$ cat config.mk
export PLATFORM = sky130hd
export DESIGN_NAME = seq_divider
export DESIGN_NICKNAME = d
export VERILOG_FILES = /design/src/rtl/seq_divider.sv
export SDC_FILE = /design/constraint.sdc
export NUM_CORES = 1
export LEC_CHECK = 0
export CAP_MARGIN = 30
export CORE_UTILIZATION = 45
export DETAILED_ROUTE_END_ITERATION = 12
export PLACE_DENSITY = 0.7
export REMOVE_ABC_BUFFERS = 1
export SYNTH_ARGS = -nofsm -noshare
export SYNTH_HDL_FRONTEND = slang
export SYNTH_SLANG_ARGS = --single-unit
export TNS_END_PERCENT = 100
$ cat constraint.sdc
create_clock -name clk -period 4.9 [get_ports clk]
set_input_delay 0.98 -clock clk [delete_from_list [all_inputs] [get_ports clk]]
set_output_delay 0.98 -clock clk [all_outputs]
set_load 0.05 [all_outputs]
$ cat src/rtl/seq_divider.sv
// Sequential unsigned radix-2 restoring divider with valid/ready handshakes.
// One quotient bit per clock through a single (N+1)-bit carry-select subtractor.
//
// state | meaning
// IDLE  | waiting for operands, in_ready high
// CALC  | one restoring iteration per clock, counter runs N-1 down to 0
// DONE  | result held on Quotient/Remainder/Dbz until out_ready
module seq_divider #(
    parameter int N = 8
) (
    input  logic         clk,
    input  logic         rst_n,
    input  logic         in_valid,
    output logic         in_ready,
    input  logic [N-1:0] Dividend,
    input  logic [N-1:0] Divisor,
    output logic         out_valid,
    input  logic         out_ready,
    output logic [N-1:0] Quotient,
    output logic [N-1:0] Remainder,
    output logic         Dbz
);

    localparam int W   = N + 1;
    localparam int BLK = 4;
    localparam int NB  = (W + BLK - 1) / BLK;
    localparam int CW  = $clog2(N);

    typedef enum logic [1:0] {IDLE, CALC, DONE} state_t;

    state_t        state, state_nxt;
    // Partial remainder never exceeds D-1 < 2^N, so the top bit of R is always
    // zero and is not stored.
    logic [N-1:0]  r_reg;
    logic [N-1:0]  q_reg;
    logic [N-1:0]  d_reg;
    logic [CW-1:0] count;

    logic [W-1:0]  op_a, op_b, diff;
    logic [NB-1:0] carry;
    logic          neg;
    logic [N-1:0]  r_nxt, q_nxt;

    assign op_a     = {r_reg, q_reg[N-1]};
    assign op_b     = ~{1'b0, d_reg};
    assign carry[0] = 1'b1;

    // a - b as a + ~b + 1, each block precomputing both carry-in outcomes
    for (genvar g = 0; g < NB; g++) begin : g_blk
        localparam int LO = g * BLK;
        localparam int BW = (g == NB - 1) ? (W - LO) : BLK;
        if (g < NB - 1) begin : g_mid
            logic [BW:0] s0, s1;
            assign s0 = {1'b0, op_a[LO +: BW]} + {1'b0, op_b[LO +: BW]};
            assign s1 = {1'b0, op_a[LO +: BW]} + {1'b0, op_b[LO +: BW]} + (BW + 1)'(1);
            assign diff[LO +: BW] = carry[g] ? s1[BW-1:0] : s0[BW-1:0];
            assign carry[g+1]     = carry[g] ? s1[BW] : s0[BW];
        end else begin : g_top
            logic [BW-1:0] s0, s1;
            assign s0 = op_a[LO +: BW] + op_b[LO +: BW];
            assign s1 = op_a[LO +: BW] + op_b[LO +: BW] + BW'(1);
            assign diff[LO +: BW] = carry[g] ? s1 : s0;
        end
    end

    assign neg   = diff[N];
    assign r_nxt = neg ? op_a[N-1:0] : diff[N-1:0];
    assign q_nxt = {q_reg[N-2:0], ~neg};

    always_ff @(posedge clk) begin
        if (!rst_n) begin
            state     <= IDLE;
            r_reg     <= '0;
            q_reg     <= '0;
            d_reg     <= '0;
            count     <= '0;
            Quotient  <= '0;
            Remainder <= '0;
            Dbz       <= 1'b0;
        end else begin
            state <= state_nxt;
            case (state)
                IDLE: begin
                    if (in_valid) begin
                        q_reg <= Dividend;
                        d_reg <= Divisor;
                        r_reg <= '0;
                        count <= CW'(N - 1);
                        if (Divisor == '0) begin
                            Quotient  <= '1;
                            Remainder <= Dividend;
                            Dbz       <= 1'b1;
                        end
                    end
                end
                CALC: begin
                    r_reg <= r_nxt;
                    q_reg <= q_nxt;
                    count <= count - 1'b1;
                    if (count == '0) begin
                        Quotient  <= q_nxt;
                        Remainder <= r_nxt;
                        Dbz       <= 1'b0;
                    end
                end
                default: ;
            endcase
        end
    end

    always_comb begin
        state_nxt = state;
        in_ready  = 1'b0;
        out_valid = 1'b0;
        case (state)
            IDLE: begin
                in_ready = 1'b1;
                if (in_valid) state_nxt = (Divisor == '0) ? DONE : CALC;
            end
            CALC: begin
                if (count == '0) state_nxt = DONE;
            end
            DONE: begin
                out_valid = 1'b1;
                if (out_ready) state_nxt = IDLE;
            end
            default: state_nxt = IDLE;
        endcase
    end

endmodule

After elaboration in Yosys (flattened, before gate mapping)
Index checks and enable logic that the tools add are counted.

Equal/unequal tests: 6. Muxes and demuxes: 29. Add/subtract/negate cells: 7. Reduce and logical (&&, ||, !) cells: 8. Bitwise operators: 2.

Operator list (count): 8-bit two-way mux (9); 8-bit one-hot mux with 2 select lines (4); 4-bit by 4-bit adder with 5-bit output (2); 5-bit by 1-bit adder with 5-bit output (second input constant) (2); 8-bit inverter with 9-bit output (1); 8-bit zero test (1); 2-bit two-way mux (4); 2-bit != test (second input constant) (4); 1-bit two-way mux (7); 2-bit one-hot mux with 3 select lines (1); 3-bit one-hot mux with 2 select lines (1); 4-bit two-way mux (1); 2-bit AND reduction (2); 4-bit AND reduction (1); 3-bit zero test (1); 3-bit two-way mux (1); 3-bit AND reduction (1); 3-bit by 1-bit subtractor with 3-bit output (second input constant) (1); 2-bit by 1-bit == test with 1-bit output (second input constant) (1); 2-bit == test (second input constant) (1); 2-bit zero test (1); 1-bit one-hot mux with 2 select lines (1); 2-bit nonzero test (1); 1-bit adder (1); other kinds (2) (2).

Output and inout bits: 19. Word-level logic and storage cells: 60. Input bits: 20. Register bits after elaboration: 46.

Longest topological paths before layout
Depth after elaboration: 8. Gate-level depth with buffers: 12. Depth with buffers taken out: 12.

Worst setup path before layout
Ideal clock, no wire load.

Kind: register to register. From: register d_reg[4]. To: register Remainder[7]. Data required time: 4.773 ns. Library setup time: 0.127 ns. Clock period less this slack: 2.553 ns. Slack: 2.347 ns. Data arrival time: 2.426 ns. Buffers on the path: 0. Stages on the path, launching flop included: 13. Cells stage by stage: dfxtp_1 > inv_1 > ha_1 > inv_1 > fa_1 > inv_1 > ha_1 > inv_1 > a211o_1 > nor3_4 > xor2_2 > nor3_1 > or3_1.

Cells in the longest elaborated chain, start to end: 8. Elaborated cells on any way between the ends: 9. Classes of those cells: 2 x add/sub; 6 x mux; 1 x bitwise.

Ends and longest elaborated chain: start: declaration (line 36) `logic [N-1:0] d_reg;`; start signal: assignment (line 86) `d_reg <= Divisor;`; 8-bit inverter with 9-bit output * (line 45) `assign op_b = ~{1'b0, d_reg};`; 4-bit by 4-bit adder with 5-bit output * (line 54, 55); 5-bit by 1-bit adder with 5-bit output (line 55) `assign s1 = {1'b0, op_a[LO +: BW]} + {1'b0, op_b[LO +: BW]} + (BW + 1)'(1);`; 1-bit two-way mux (line 57) `assign carry[g+1] = carry[g] ? s1[BW] : s0[BW];`; 1-bit two-way mux (line 62) `assign diff[LO +: BW] = carry[g] ? s1 : s0;`; 8-bit two-way mux * (line 67) `assign r_nxt = neg ? op_a[N-1:0] : diff[N-1:0];`; 8-bit two-way mux * (line 100) `if (count == '0) begin`; 8-bit one-hot mux with 2 select lines * (line 82) `case (state)`; end signal: assignment (line 91) `Remainder <= Dividend;`; end signal: assignment (line 102) `Remainder <= r_nxt;`; end: declaration (line 20) `output logic [N-1:0] Remainder,`.

Every way passes the cells marked *; elsewhere a longest branch is shown, timed or not. The select of a mux whose other input is x is not followed. A chain may end at the register's enable or synchronous reset.

Worst setup path after layout
From: input port in_valid. To: register Remainder[7].

Cells in the longest elaborated chain, start to end: 2.

Ends and longest elaborated chain: start: declaration (line 13) `input logic in_valid,`; 2-bit != test (no source line); 4-bit AND reduction (no source line).

No other way between the ends.

==> key figures <==
STA
  • Final slew viol count: 0
  • Min Tclk post-route: 3.356 ns
  • Worst hold margin: 0.4574 ns
  • Fmax: 298.0 MHz
  • Post-Route Skew: 0.009144 ns
  • Period utilization: 0.6848
  • Relative slew slack: 0.4547
  • Transition time at the pin with the least slew margin: 0.8132 ns
  • Final Hold Viols: 0
  • RSZ-0062 raised after global routing: false
  • Final setup violating endpoints: 0
  • Setup tns final: 0 ns

Floorplan
  • Initial Util: 0.4836
  • Die W: 74.42 um
  • Total core area: 4880 um^2
  • Io pins: 39
  • # rows: 25
  • Full die area: 5538 um^2
  • Die Y: 74.42 um

GRT
  • Tot GR Track Use: 0.2213
  • Number of global-route vias before repair: 2003
  • Largest net degree at the start of global routing: 33
  • Global-route wire length before repair: 9259 um
  • Global route overflow: 0
  • Initial antenna violation count: 0

Worst setup path
  • Setup crit end kind: flip-flop
  • Crit path buffers/inverters: 1
  • CP max-delay cell: clkdlybuf4s50_1
  • Crit path max fanout: 18
  • Req. time, crit path: 5.15 ns
  • CP top delay family: compound AO/OA/AOI/OAI gates
  • Critical Path AT: 3.61 ns
  • Setup Crit Path Kind: in2reg
  • Critical Path Max Stage Delay: 0.72 ns
  • Crit-path cells: clkdlybuf4s50_1 > mux2i_1 > nor2_2 > a21boi_2 > o21ai_0 > nor4b_1 > or3_1
  • Startpoint Class: primary input

Clock tree
  • Clock slew seen by the registers of the worst setup and hold paths: 0.08 ns
  • H-tree depth: 2
  • Clk Latency, worst-skew pair: 0.31 ns
  • Num Clock Sinks: 46
  • CTS Hold Bufs: 0
  • CTS resizes: 0
  • CTS Buf Count: 5
  • Clock root cell: clkbuf_8
  • CTS max path bufs: 2
  • CTS tree: built
  • Postcts setup bufs: 0

Pwr
  • Total power: 1.206 mW
  • Cell leakage power: 1.117 nW
  • Max VDD drop: 0.2036 mV
  • Power density cells: 411.1 nW/um^2

Detailed routing
  • DR pass1 iterations: 4
  • Initial DRC Count: 142
  • Antenna Violating Nets Remaining: 0
  • Drc violations: 0
  • Post-DR vias/cell: 5.701
  • DR vias: 2138
  • Post-DR wirelength/cell: 14.84 um
  • Post-Route WL: 5566 um

Yosys
  • Number of enable flip-flop cells after synthesis: 0
  • Asr flop ratio synth: 0
  • Post-synthesis cell count: 274
  • Syn Std Cell Area: 2360 um^2
  • Mapped Avg Cell Area: 8.612 um^2
  • Post-synth top flop: dfxtp_1
  • Synth cell types: 47
  • Seq/Total Area, Yosys: 0.3902
  • Seq cells post-synth: 46
  • Yosys warns: 0

Placed design
  • Hpwl dp: 3965 um
  • Routability cong.: 0.8562
  • Input/output buffers: 38
  • Cell Area, Placed: 2790 um^2

Layout
  • Layout area overhead: 24.28%
  • FF+latch area: 920.9 um^2
  • Ant diodes: 0
  • Ratio of cells with drive above 1 in the final layout: 0.1104
  • Fillers: 456
  • Multi-input gate area: 1308 um^2
  • Design area: 2933 um^2
  • # nets final: 340

Outcome
  • Outcome: complete, no violations

Job
  • Max-cap violations: 0

Worst hold path
  • Worst hold path class: reg2reg
[per-stage QoR]
stage	setup slack, ns	util	instances
after floorplan	2.347	-	259
after global placement	1.416	0.5703	366
after detailed placement	1.304	0.5718	367
after CTS	1.624	0.6010	375
after global routing	1.271	0.6010	375
final	1.544	0.6010	375
[tightest hold or removal path, cell delays in order, from the launching register on]
cell     delay, ns
dfxtp_1       0.31
nand2_1       0.05
a21oi_1       0.05
[power breakdown]
group          internal [mW]  leakage (nW)  switching [mW]
Clock                  0.218        0.0714           0.131
Sequential             0.413         0.378          0.0324
Combinational          0.164         0.668           0.248
Total                  0.795          1.12           0.411
[path summary, 6_finish.rpt]
| check | startpoint | endpoint | slack (ns) | cells after the start |
|---|---|---|---|---|
| worst max-delay path | in_valid | Remainder[7] | 1.54 | 7 |
| worst min-delay path | d_reg[6] | d_reg[6] | 0.46 | 2 |
| worst max register to register | r_reg[3] | Remainder[0] | 2.00 | 11 |
| worst min register to register | d_reg[6] | d_reg[6] | 0.46 | 2 |
[kinds of logic (layout without fill, tap and decap cells)]
kind of cell | after synthesis | count (layout) | synth area share
AOI/OAI and AO/OA | 86 | 86 | 0.2603
and+or+nand+nor | 82 | 82 | 0.1623
buffers and inverters | 35 | 69 | 0.05567
muxes | 3 | 3 | 0.01326
adders and majority gates | 13 | 13 | 0.07529
DFF | 46 | 46 | 0.3902
xor gates and xnor gates | 9 | 9 | 0.04295
[area by class of cell]
class                      instances  area share
inverter                          20     0.02560
clock buffer                       6     0.02816
multi-input combinational        193      0.4458
tap                               67     0.02858
timing repair buffer              41      0.1374
clock inverter                     2     0.02048
sequential                        46      0.3140
[cell usage after synthesis (all sizes together), types with 2 or more instances]
cell / count / area, um^2
a21oi: 19 / 95.09
a221oi: 3 / 26.28
a2bb2oi: 6 / 52.55
a31oi: 8 / 50.05
a41oi: 4 / 35.03
clkbuf: 15 / 56.30
clkinv: 2 / 7.510
dfxtp: 46 / 920.9
fa: 2 / 40.04
ha: 11 / 137.6
inv: 18 / 67.56
mux2i: 2 / 20.02
nand2: 30 / 112.6
nand2b: 2 / 12.51
nand3: 13 / 65.06
nand4: 2 / 12.51
nor2: 21 / 81.33
nor2b: 2 / 12.51
nor3: 3 / 26.28
nor4: 2 / 12.51
o21ai: 21 / 105.1
o221a: 13 / 146.4
or2: 2 / 12.51
xnor2: 5 / 51.30
xor2: 4 / 50.05
[layout by cell type (no fill, tap or decap), types with 3 or more instances in the layout]
| cell | n |
|---|---|
| a21oi_1 | 19 |
| o21ai_0 | 21 |
| clkbuf_8 | 6 |
| inv_1 | 18 |
| nand3_1 | 13 |
| ha_1 | 11 |
| clkdlybuf4s50_1 | 38 |
| a41oi_1 | 4 |
| a31oi_1 | 8 |
| dfxtp_1 | 46 |
| buf_4 | 3 |
| a2bb2oi_1 | 6 |
| nor2_1 | 20 |
| o221a_2 | 13 |
| nand2_1 | 30 |
| xnor2_1 | 4 |
| a221oi_1 | 3 |
[metal layers]
metal | global-route usage | routed length (um)
met1 | 0.3003 | 2728
met2 | 0.3473 | 2546
met3 | 0.05556 | 235
met4 | 0.06709 | 55
met5 | 0 | 0
(Power assumes the default switching activity.)
